<file path="src/rtl/rv32i_isa_enc_seq_if.sv">
// Command and instruction-word stream bundle for the RV32I sequence encoder.
// master = command source / word consumer, slave = encoder.
interface rv32i_isa_enc_seq_if;
    logic        cmd_valid;
    logic        cmd_ready;
    logic        cmd_op;
    logic [4:0]  cmd_rd;
    logic [31:0] cmd_val;
    logic        ir_valid;
    logic        ir_ready;
    logic [31:0] ir;
    logic        ir_last;

    modport master (
        output cmd_valid, cmd_op, cmd_rd, cmd_val, ir_ready,
        input  cmd_ready, ir_valid, ir, ir_last
    );

    modport slave (
        input  cmd_valid, cmd_op, cmd_rd, cmd_val, ir_ready,
        output cmd_ready, ir_valid, ir, ir_last
    );
endinterface

</file>
<file path="src/rtl/rv32i_isa_enc_seq.sv">
// Expands LI / absolute-JUMP commands into LUI/ADDI/JALR sequences and emits
// them one word at a time on a valid/ready stream.
module rv32i_isa_enc_seq #(
    parameter bit SKIP_ZERO_ADDI = 1'b1
) (
    input  logic                   clk,
    input  logic                   rst_n,
    rv32i_isa_enc_seq_if.slave     bus,
    output logic                   busy,
    output logic                   cmd_err
);

    typedef enum logic [1:0] {IDLE, EMIT1, EMIT2} state_t;

    localparam logic [6:0] OP_LUI  = 7'b0110111;
    localparam logic [6:0] OP_ADDI = 7'b0010011;
    localparam logic [6:0] OP_JALR = 7'b1100111;

    state_t      state, state_d;
    logic [31:0] ir_q, ir_d;
    logic [31:0] w2_q, w2_d;
    logic        last_q, last_d;
    logic        err_q, err_d;

    logic [11:0] lo;
    logic [31:0] rounded;
    logic [19:0] hi;
    logic        fits;
    logic [31:0] lui_w;
    logic [31:0] enc_w1, enc_w2;
    logic        enc_two, enc_illegal;

    // Encode the presented command; both words are captured at acceptance
    // instead of the raw fields, so later cmd_val changes cannot leak in.
    always_comb begin
        lo          = bus.cmd_val[11:0];
        rounded     = bus.cmd_val + 32'h0000_0800;
        hi          = rounded[31:12];
        fits        = (bus.cmd_val == {{20{lo[11]}}, lo});
        lui_w       = {hi, bus.cmd_rd, OP_LUI};
        enc_w1      = '0;
        enc_w2      = '0;
        enc_two     = 1'b0;
        enc_illegal = 1'b0;
        if (!bus.cmd_op) begin
            if (fits) begin
                enc_w1 = {lo, 5'd0, 3'b000, bus.cmd_rd, OP_ADDI};
            end else if (lo == 12'd0 && SKIP_ZERO_ADDI) begin
                enc_w1 = lui_w;
            end else begin
                enc_w1  = lui_w;
                enc_w2  = {lo, bus.cmd_rd, 3'b000, bus.cmd_rd, OP_ADDI};
                enc_two = 1'b1;
            end
        end else begin
            if (fits) begin
                enc_w1 = {lo, 5'd0, 3'b000, 5'd0, OP_JALR};
            end else if (bus.cmd_rd == 5'd0) begin
                enc_illegal = 1'b1;
            end else begin
                enc_w1  = lui_w;
                enc_w2  = {lo, bus.cmd_rd, 3'b000, 5'd0, OP_JALR};
                enc_two = 1'b1;
            end
        end
    end

    // Next-state and next-output logic for the emit sequencer.
    always_comb begin
        state_d = state;
        ir_d    = ir_q;
        w2_d    = w2_q;
        last_d  = last_q;
        err_d   = 1'b0;
        case (state)
            IDLE: begin
                if (bus.cmd_valid) begin
                    if (enc_illegal) begin
                        err_d = 1'b1;
                    end else begin
                        state_d = EMIT1;
                        ir_d    = enc_w1;
                        w2_d    = enc_w2;
                        last_d  = !enc_two;
                    end
                end
            end
            EMIT1: begin
                if (bus.ir_ready) begin
                    if (last_q) begin
                        state_d = IDLE;
                        ir_d    = '0;
                        last_d  = 1'b0;
                    end else begin
                        state_d = EMIT2;
                        ir_d    = w2_q;
                        last_d  = 1'b1;
                    end
                end
            end
            EMIT2: begin
                if (bus.ir_ready) begin
                    state_d = IDLE;
                    ir_d    = '0;
                    last_d  = 1'b0;
                end
            end
            default: begin
                state_d = IDLE;
                ir_d    = '0;
                last_d  = 1'b0;
            end
        endcase
    end

    // State and output registers; reset abandons any sequence in flight.
    always_ff @(posedge clk or negedge rst_n) begin
        if (!rst_n) begin
            state  <= IDLE;
            ir_q   <= '0;
            w2_q   <= '0;
            last_q <= 1'b0;
            err_q  <= 1'b0;
        end else begin
            state  <= state_d;
            ir_q   <= ir_d;
            w2_q   <= w2_d;
            last_q <= last_d;
            err_q  <= err_d;
        end
    end

    assign bus.cmd_ready = (state == IDLE);
    assign bus.ir_valid  = (state != IDLE);
    assign bus.ir        = ir_q;
    assign bus.ir_last   = last_q;
    assign busy          = (state != IDLE);
    assign cmd_err       = err_q;

endmodule

</file>
<file path="src/flat_wrapper.sv">
// flat-port wrapper written by rule: the top's interface ports become plain ports
module rv32i_isa_enc_seq_flat 
#(
    parameter bit SKIP_ZERO_ADDI = 1'b1
)
  (clk, rst_n, busy, cmd_err, bus_cmd_valid, bus_cmd_op, bus_cmd_rd, bus_cmd_val, bus_ir_ready, bus_cmd_ready, bus_ir_valid, bus_ir, bus_ir_last);
  rv32i_isa_enc_seq_if bus_i ();
  input  logic clk;
  input  logic rst_n;
  output logic busy;
  output logic cmd_err;
  input wire logic [$bits(bus_i.cmd_valid)-1:0] bus_cmd_valid;
  input wire logic [$bits(bus_i.cmd_op)-1:0] bus_cmd_op;
  input wire logic [$bits(bus_i.cmd_rd)-1:0] bus_cmd_rd;
  input wire logic [$bits(bus_i.cmd_val)-1:0] bus_cmd_val;
  input wire logic [$bits(bus_i.ir_ready)-1:0] bus_ir_ready;
  output wire logic [$bits(bus_i.cmd_ready)-1:0] bus_cmd_ready;
  output wire logic [$bits(bus_i.ir_valid)-1:0] bus_ir_valid;
  output wire logic [$bits(bus_i.ir)-1:0] bus_ir;
  output wire logic [$bits(bus_i.ir_last)-1:0] bus_ir_last;
  assign bus_i.cmd_valid = bus_cmd_valid;
  assign bus_i.cmd_op = bus_cmd_op;
  assign bus_i.cmd_rd = bus_cmd_rd;
  assign bus_i.cmd_val = bus_cmd_val;
  assign bus_i.ir_ready = bus_ir_ready;
  assign bus_cmd_ready = bus_i.cmd_ready;
  assign bus_ir_valid = bus_i.ir_valid;
  assign bus_ir = bus_i.ir;
  assign bus_ir_last = bus_i.ir_last;
  rv32i_isa_enc_seq #(.SKIP_ZERO_ADDI(SKIP_ZERO_ADDI)) u_core (.clk(clk), .rst_n(rst_n), .bus(bus_i), .busy(busy), .cmd_err(cmd_err));
endmodule
</file>
<file path="config.mk">
export PLATFORM = sky130hd
export DESIGN_NAME = rv32i_isa_enc_seq_flat
export DESIGN_NICKNAME = d
export VERILOG_FILES = /design/src/rtl/rv32i_isa_enc_seq_if.sv /design/src/rtl/rv32i_isa_enc_seq.sv /design/src/flat_wrapper.sv
export SDC_FILE = /design/constraint.sdc
export NUM_CORES = 1
export LEC_CHECK = 0
export BUFFER_PORTS_ARGS = -buffer_cell sky130_fd_sc_hd__buf_2
export CAP_MARGIN = 10
export CORE_MARGIN = 5
export CORE_UTILIZATION = 41
export DETAILED_ROUTE_END_ITERATION = 8
export SLEW_MARGIN = 20
export SYNTH_ARGS = -nofsm -noshare
export SYNTH_HDL_FRONTEND = slang
export SYNTH_SLANG_ARGS = --single-unit
</file>
<file path="constraint.sdc">
create_clock -name clk -period 2.52 [get_ports clk]
set_clock_uncertainty 0.2 [all_clocks]
set_input_delay 0.252 -clock clk [delete_from_list [all_inputs] [get_ports clk]]
set_output_delay 0.252 -clock clk [all_outputs]
set_load 0.01 [all_outputs]
</file>
==> run summary <==
Crit path capture: u_core.bus.ir[10]$_DFFE_PN0P_
Post-synth top flop: dfrtp_1
Max-Cap Viols: 0
Starting DRT DRC Count: 254
Most frequent cell on the critical path: buf_4
Grt ovf: 0
Area leader, netlist: dfrtp_1
PwrDens: 1110 nW/um^2
Buffers on Ports: 77
Seq pwr share: 34.1%
Comb pwr share: 50.8%
Sw Share: 40.6%
Clk sinks: 58
CTS tree: built
DP Area: 4030 sq um
Vert. Die Dim: 99.0 microns
Nets: 496
Worst R2R Path Depth: 7
Setup bufs post-CTS: 0
Syn Inst Count: 328
Slew margin rel.: 54.7%
Actual slew at the worst max-slew pin: 0.680 ns
WL final: 10200 microns
Count leader, synth: dfrtp_1
Post-Syn Area per Cell: 9.90 sq um
Drt wl/cell: 18.2 microns
Clock Power Share: 15.1%
Multi-input logic area: 1670 sq um
DP HPWL: 7590 microns
Final worst-path cycle share: 94.3%
Yosys warns: 0
Antenna diodes: 0
Clk buf depth: 2
Netlist cell types: 57
Worst reg2reg setup slack: 0.22 ns
Vias: 3211
Post-synthesis async set-or-reset flop share: 100%
Outcome: finished clean
First-pass GRT wire length: 16400 microns
Final hold vios: 0
Worst-path clk slew: 0.06 ns
Crit path kind: in2reg
Critical Path Max Stage Delay: 0.52 ns
Fmax: 421 MHz
Worst setup EP type: flip-flop
Cell row count: 32
Largest net degree at the start of global routing: 33
Critical path, cell by cell: buf_2 > or4_4 > a21oi_4 > and4_1 > buf_4 > a31o_2 > buf_4 > and3_1 > a221o_1
Die area: 9800 sq um
NetSw: 1.96 mW
Tmin final: 2.38 ns
Area grow syn2layout: 33.3%
Worst EP required: 2.60 ns
RSZ-0062 raised after global routing: false
Worst-Skew Late Latency: 0.34 ns
Core area: 7730 sq um
Final Core Density: 56.0%
Clock root cell: clkbuf_8
Antenna viol nets, final: 0
Starting Density: 42.0%
Seq/Total Area, Yosys: 44.7%
Reg2reg end: u_core.bus.ir[10]$_DFFE_PN0P_
Synth Register Bits: 58
Share of the synthesized area in the top cell type: 44.7%
Setup crit start: bus_cmd_val[11]
Synth top cells by count: 58 x dfrtp_1, 33 x nor2_1, 29 x nand2_1
R2r startpoint: u_core.state[1]$_DFFE_PN0P_
Layout cells sized above 1: 34.2%
Synth top area cells: dfrtp_1 45%, a22o_1 5.1%, nor2_1 3.8%, nand2_1 3.4%, a221oi_1 3.0%
Reg area: 1450 sq um
LEAKAGE: 1.97 nW
CP Launch Type: primary input
Post-Syn Nets: 371
DRC violations left: 0
Final instance area: 4330 sq um
Worst hold path type: in2reg
GRT Total Usage: 21.2%
Hold WS: 0.0191 ns
Internal power: 2.86 mW
Worst EP arrival: 2.45 ns
Worst-path fanout max: 11
Die span in x: 99.0 microns
# IOs: 79
Fillers: 719
Final setup viols: 0
Post-synth EDFFs: 0
Vias in the first global route: 3186
Peak VDD IR: 0.492 mV
Synth Cell Area: 3250 sq um
Initial antenna violation count: 0
CTS H-tree lvls: 3
Cts bufs inserted: 9
Final Max Tran Viols: 0
Crit-path slowest cell: or4_4
Vias/cell: 5.75
DR pass1 iterations: 5
Gpl congestion: 0.898
==> layer usage <==
layer	share of wire (%)	vias up	GRT usage (%)	wire length, microns
met5	0	-	0	0
met4	2.3	0	7.98	231
met3	6.9	18	6.44	706
met2	47	119	32.1	4740
met1	44	1561	28.6	4490
li1	-	1513	-	-
==> state kept, by name, summed over array words and instances, names as in the netlist <==
signal,count
u_core.cmd_err,1
u_core.w2_q,25
u_core.bus.ir_last,1
u_core.state,2
u_core.bus.ir,29
==> critical path, delay by kind of cell <==
kind	cells	cell delay [ns]
compound gates	3	0.49
simple gates	3	1.15
buf+inv	3	0.56
==> timing repair <==
item / in CTS / in global routing
hold buffers: 12 / 0
endpoints found under the hold margin: 39 / 0
setup endpoints to repair: 0 / 2
resized for setup: 0 / 1
==> layout by cell type, fill, tap and decap left out, types with 4 or more instances in the layout <==
cell	count
nand4_1	10
inv_1	4
dlygate4sd3_1	12
nor2_1	33
nor3_1	11
a221o_1	5
o31ai_1	7
a22o_1	19
xor2_1	7
and3_1	6
nand3_1	15
buf_4	45
dfrtp_1	58
a221oi_1	11
buf_2	77
clkbuf_8	10
a21oi_1	8
xnor2_1	11
nor4_1	7
a32o_1	7
nand2_1	29
==> power by group through the flow <==
stage               sequential (mW)  clock [mW]  combinational (mW)
finish                         1.65       0.729                2.45
CTS                            1.64       0.752                2.42
global route                   1.69       0.793                2.70
global placement               1.64           0                2.37
detailed placement             1.65           0                2.40
floorplan                      1.69           0                1.37
==> area by class of cell <==
| type | instances | share of cell area, % |
|---|---|---|
| Clock inverter | 3 | 0.405 |
| Timing Repair Buffer | 137 | 20.9 |
| Sequential cell | 58 | 33.5 |
| Inverter | 4 | 0.347 |
| Multi-Input combinational cell | 243 | 38.6 |
| Clock buffer | 11 | 3.27 |
| Tap cell | 102 | 2.95 |
==> stage by stage <==
stage	setup TNS, ns	total power, mW	worst slack, ns	instances
2_1_floorplan	0	3.06	0.185	328
3_3_place_gp	-0.0114	4.01	-0.00883	531
3_5_place_dp	-0.729	4.05	-0.0761	531
4_1_cts	0	4.81	0.143	557
5_1_grt	0	5.19	0.0708	558
6_report	0	4.82	0.144	558
==> logic make-up (layout without fill, tap and decap cells) <==
kind of cell,after synthesis,after routing,synth area share (%)
buffers and inverters,28,155,4.47
other,1,1,0.116
multiplexers,1,1,0.347
adder cells (fa/ha/maj),1,1,0.385
AND/OR/NAND/NOR,133,133,21.7
flip-flops,58,58,44.7
AO/OA/AOI/OAI,88,89,23.4
XOR/XNOR,18,18,4.86
==> how the worst min path moves through the flow <==
stage / cells after the start / slack [ns] / endpoint / from
2_1_floorplan: 0 / -0.24 / u_core.bus.ir[10]$_DFFE_PN0P_ / rst_n
3_3_place_gp: 1 / 0.12 / u_core.w2_q[22]$_DFFE_PN0P_ / rst_n
3_5_place_dp: 1 / 0.13 / u_core.w2_q[22]$_DFFE_PN0P_ / rst_n
4_1_cts: 2 / 0.0008 / u_core.w2_q[9]$_DFFE_PN0P_ / bus_cmd_rd[2]
5_1_grt: 2 / 0.02 / u_core.w2_q[9]$_DFFE_PN0P_ / bus_cmd_rd[2]
6_report: 2 / 0.02 / u_core.w2_q[28]$_DFFE_PN0P_ / bus_cmd_val[8]
No activity file was read; power rests on OpenSTA's default activity.
